### src/rtl/nibble_unpacker_pkg.sv
// Shared definitions for the nibble unpacker: FSM encoding, nibble width and
// the bit-counter width helper.
package nibble_unpacker_pkg;

  localparam int NIBBLE_W = 4;

  typedef enum logic {
    IDLE  = 1'b0,
    SHIFT = 1'b1
  } state_e;

  // Counter must index every bit of a frame: 0 .. NIBBLE_W*nibbles-1.
  function automatic int cnt_width(input int nibbles);
    return $clog2(NIBBLE_W * nibbles);
  endfunction

endpackage

### src/rtl/nibble_place.sv
// Places one nibble's bits (held in arrival order, bit 0 first) into word order:
// MSB-first streams are reversed, LSB-first streams pass straight through.
module nibble_place
  import nibble_unpacker_pkg::*;
(
  input  logic [NIBBLE_W-1:0] nib_i,
  input  logic                rev_i,
  output logic [NIBBLE_W-1:0] placed_o
);

  always_comb begin
    placed_o = nib_i;
    if (!rev_i) begin
      for (int j = 0; j < NIBBLE_W; j++) begin
        placed_o[NIBBLE_W-1-j] = nib_i[j];
      end
    end
  end

endmodule

### src/rtl/nibble_unpacker.sv
// Serial-to-parallel frame assembler: collects NIBBLES*4 bits after a sof,
// reorders each nibble by its latched rev bit and offers the word on a valid/ready handshake.
module nibble_unpacker
  import nibble_unpacker_pkg::*;
#(
  parameter int NIBBLES = 3
) (
  input  logic                        clk,
  input  logic                        rst,
  input  logic                        sdi,
  input  logic                        sdi_valid,
  input  logic                        sof,
  input  logic [NIBBLES-1:0]          rev,
  output logic [NIBBLE_W*NIBBLES-1:0] word,
  output logic                        word_valid,
  input  logic                        word_ready,
  output logic                        overrun,
  output logic                        frame_err
);

  localparam int FRAME_W = NIBBLE_W * NIBBLES;
  localparam int CNT_W   = cnt_width(NIBBLES);
  localparam logic [CNT_W-1:0] LAST_CNT = CNT_W'(FRAME_W - 1);

  state_e               state_q, state_d;
  logic [CNT_W-1:0]     cnt_q, cnt_d;
  logic [FRAME_W-1:0]   shift_q, shift_d;
  logic [NIBBLES-1:0]   rev_q, rev_d;
  logic [FRAME_W-1:0]   word_q, word_d;
  logic                 word_valid_q, word_valid_d;
  logic                 overrun_q, overrun_d;
  logic                 frame_err_q, frame_err_d;
  logic [FRAME_W-1:0]   raw_frame;
  logic [FRAME_W-1:0]   placed;
  logic                 complete;

  // New bits enter at the MSB, so after a full frame raw_frame[i] is arrival bit i.
  assign raw_frame = {sdi, shift_q[FRAME_W-1:1]};

  for (genvar k = 0; k < NIBBLES; k++) begin : g_place
    nibble_place u_place (
      .nib_i    (raw_frame[NIBBLE_W*k +: NIBBLE_W]),
      .rev_i    (rev_q[k]),
      .placed_o (placed[NIBBLE_W*k +: NIBBLE_W])
    );
  end

  always_comb begin
    // NOTE: every signal driven here gets a default first so no path infers a latch.
    state_d     = state_q;
    cnt_d       = cnt_q;
    shift_d     = shift_q;
    rev_d       = rev_q;
    complete    = 1'b0;
    frame_err_d = 1'b0;

    unique case (state_q)
      IDLE: begin
        if (sdi_valid && sof) begin
          state_d = SHIFT;
          cnt_d   = CNT_W'(1);
          shift_d = {sdi, {(FRAME_W-1){1'b0}}};
          rev_d   = rev;
        end
      end
      SHIFT: begin
        if (sdi_valid) begin
          if (sof) begin
            // Restart on this bit; clearing the shifter keeps stale bits out.
            frame_err_d = 1'b1;
            cnt_d       = CNT_W'(1);
            shift_d     = {sdi, {(FRAME_W-1){1'b0}}};
            rev_d       = rev;
          end else if (cnt_q == LAST_CNT) begin
            complete = 1'b1;
            state_d  = IDLE;
            cnt_d    = '0;
            shift_d  = '0;
          end else begin
            cnt_d   = cnt_q + 1'b1;
            shift_d = raw_frame;
          end
        end
      end
      default: state_d = IDLE;
    endcase
  end

  always_comb begin
    word_d       = word_q;
    word_valid_d = word_valid_q;
    overrun_d    = 1'b0;
    if (complete) begin
      if (!word_valid_q || word_ready) begin
        word_d       = placed;
        word_valid_d = 1'b1;
      end else begin
        overrun_d = 1'b1;
      end
    end else if (word_valid_q && word_ready) begin
      word_valid_d = 1'b0;
    end
  end

  always_ff @(posedge clk or posedge rst) begin
    // NOTE: state uses non-blocking assignments so all registers update from pre-edge values.
    if (rst) begin
      state_q      <= IDLE;
      cnt_q        <= '0;
      shift_q      <= '0;
      rev_q        <= '0;
      word_q       <= '0;
      word_valid_q <= 1'b0;
      overrun_q    <= 1'b0;
      frame_err_q  <= 1'b0;
    end else begin
      state_q      <= state_d;
      cnt_q        <= cnt_d;
      shift_q      <= shift_d;
      rev_q        <= rev_d;
      word_q       <= word_d;
      word_valid_q <= word_valid_d;
      overrun_q    <= overrun_d;
      frame_err_q  <= frame_err_d;
    end
  end

  assign word       = word_q;
  assign word_valid = word_valid_q;
  assign overrun    = overrun_q;
  assign frame_err  = frame_err_q;

endmodule

### config.mk
export PLATFORM = sky130hd
export DESIGN_NAME = nibble_unpacker
export DESIGN_NICKNAME = d
export VERILOG_FILES = /design/src/rtl/nibble_unpacker_pkg.sv /design/src/rtl/nibble_place.sv /design/src/rtl/nibble_unpacker.sv
export SDC_FILE = /design/constraint.sdc
export NUM_CORES = 1
export LEC_CHECK = 0
export ABC_AREA = 1
export ABC_CLOCK_PERIOD_IN_PS = 2160
export BUFFER_PORTS_ARGS = -buffer_cell sky130_fd_sc_hd__buf_2
export CAP_MARGIN = 20
export CELL_PAD_IN_SITES_DETAIL_PLACEMENT = 2
export CELL_PAD_IN_SITES_GLOBAL_PLACEMENT = 2
export CORE_UTILIZATION = 35
export CTS_CLUSTER_SIZE = 14
export DETAILED_ROUTE_END_ITERATION = 8
export PLACE_DENSITY = 0.91
export SYNTH_ARGS = -nofsm -noshare
export SYNTH_HDL_FRONTEND = slang
export SYNTH_SLANG_ARGS = --single-unit
### constraint.sdc
create_clock -name clk -period 2.16 [get_ports clk]
set_input_delay 0.324 -clock clk [delete_from_list [all_inputs] [get_ports clk]]
set_output_delay 0.324 -clock clk [all_outputs]
set_load 0.01 [all_outputs]
==> run metrics <==
Tcrit/Tclk final 0.7548; postcts setup bufs 0; PwrDens 698.9 nW/µm²; Synth Flop Type dfrtp_1; Critical Path RT 2.38 ns; Placed Instance Area 1668 µm²; top-count cell post-synth nand2_1; Synth Instances 179; cell types occupying the most area after synthesis dfrtp_1, nand2_1, nand3_1, inv_1, o21ai_0; worst-skew pair later-pin latency 0.28 ns; CP max FO 12; gr usage total 0.2130; final hold slack 0.1386 ns; placed insts 246; core box area 4086 µm²; gp weighted congestion 0.8571; Vias per Instance 5.190; DRT Wirelength 4.129 mm; maximum clock frequency 613.4 MHz; die area 4637 µm²; 1st-iter DRT viols 31; final instance area 1744 µm²; DR WL/cell 16.32 µm; Ports 24; GRT overflow 0; first-pass GRT wire length 7.058 mm; Non-Filler Instances 253; IO buf count 23; sequential element share of the synthesized area 0.5565; Detail Route Antenna Nets 0; post-synth top area cell dfrtp_1; H-tree depth 2; RSZ-0062 raised after global routing no; Final Max Tran Viols 0; HPWL after DPL 3.049 mm; WP data arrival 1.85 ns; DP Worst Slack 0.5707 ns; number of global-route vias before repair 1418; slew margin rel. 0.6848; TritonCTS clock tree done; clk root buf clkbuf_8; worst-margin pin slew 0.4723 ns; CTS max path bufs 2; Ys Warns 0; Netlist cell types 21; crit path time final 1.630 ns; Ant. Diodes 0; worst setup margin 0.5297 ns; syn_nets 189; fraction of layout instances using a drive strength above 1 0.1675; post-cts resize count 0; status finished, final reports clean; Setup Skew 0.003219 ns; EDFF count, synth 0; Mapped Area 1529 µm²; ys async rst share 1.000; initial antenna violation count 0; Synth Register Bits 34; worst IR drop on VDD 0.3340 mV; setup violators final 0; Area Growth Syn to Fin 14.08%; commonest cells in the netlist nand2_1, dfrtp_1, nand3_1; Hold-fix buffers, CTS 0; CP endpoint kind flip-flop; DR DRC count 0; fill cell count 477; Die Ht 68.10 µm; Clk pin slew, worst setup/hold paths 0.06 ns; Starting Density 0.3742; overall via count from detail_route 1313; Die X 68.10 µm; largest net degree at the start of global routing 35; router iterations before antenna repair 4; TNS Setup 0 ns; CTS Buf Count 5; max-capacitance violation count 0; worst hold path class primary input to async pin; # rows 23; LEAKAGE 0.9262 nW; CTS Sinks 34; Synth Area per Inst 8.542 µm²; Critical Path Start Type flip-flop; crit path kind flip-flop to flip-flop; final hold vios 0; Final nets 213; post-synth top area share 0.5565
[cells in the final DEF, fill, tap and decap left out, types with 2 or more instances in the layout]
cell type / instances
clkbuf_1: 2
clkbuf_8: 5
buf_4: 2
buf_2: 23
nand3_1: 20
nor2_1: 5
o21ai_0: 13
nand2_1: 61
dfrtp_1: 34
inv_1: 18
o22ai_1: 10
[worst max-delay path, stage by stage, from the launching register on]
cell and delay, ns:
dfrtp_1 0.42, ha_1 0.24, nand3_1 0.21, nor2_2 0.46
nand3_1 0.15, nand2_1 0.09
[metrics by stage]
stage / power (mW) / util
after floorplan: 0.7591 / -
after global placement: 0.7843 / 0.4081
after detailed placement: 0.7960 / 0.4081
after CTS: 1.240 / 0.4268
after global routing: 1.279 / 0.4268
final: 1.219 / 0.4268
[power breakdown]
group	switching (mW)	internal [mW]	leakage, nW
registers	0.0320	0.658	0.457
clock network	0.213	0.222	0.0383
logic	0.0640	0.0308	0.431
total	0.309	0.910	0.926
[layer usage]
layer	part of all wire	GRT usage	routed length, µm	vias to the layer above
met5	0	0	0	-
met2	0.52	0.3762	2166	23
li1	-	-	-	623
met1	0.44	0.2573	1823	663
met3	0.022	0.04000	92	4
met4	0.011	0.07031	46	0
[layout make-up]
class	instances	area, µm²	share of cell area
timing repair buffer	25	130.1	0.07461
clock buffer	7	76.32	0.04376
tap	50	62.56	0.03587
multi-input combinational	119	556.8	0.3192
inverter	18	67.56	0.03874
sequential	34	850.8	0.4878
[cell families (layout without fill, tap and decap cells)]
kind of cell | count (synthesis) | in the layout | share of synthesized area
AOI/OAI and AO/OA | 25 | 25 | 0.09329
and+or+nand+nor | 92 | 92 | 0.2570
buffers and inverters | 26 | 50 | 0.07937
DFF | 34 | 34 | 0.5565
xor gates and xnor gates | 1 | 1 | 0.005729
adders and majority gates | 1 | 1 | 0.008182
[state kept, by name, indices dropped and copies added, names as in the netlist]
| signal | cells |
|---|---|
| frame_err | 1 |
| state_q | 1 |
| word_valid | 1 |
| cnt_q | 4 |
| shift_q | 11 |
| rev_q | 3 |
| word | 12 |
| overrun | 1 |
[path summary, 6_finish.rpt]
kind	cells after the start	startpoint	to	slack [ns]
min reg2reg	2	word[3]	word[3]	0.48
max in group asynchronous	3	rst	state_q	1.70
min in group clk	3	rev[2]	rev_q[2]	0.28
min	3	rst	word[11]	0.14
max	5	cnt_q[0]	word[11]	0.53
max reg2reg	5	cnt_q[0]	word[11]	0.53
Note: power is estimated with default switching activity, not from simulation.
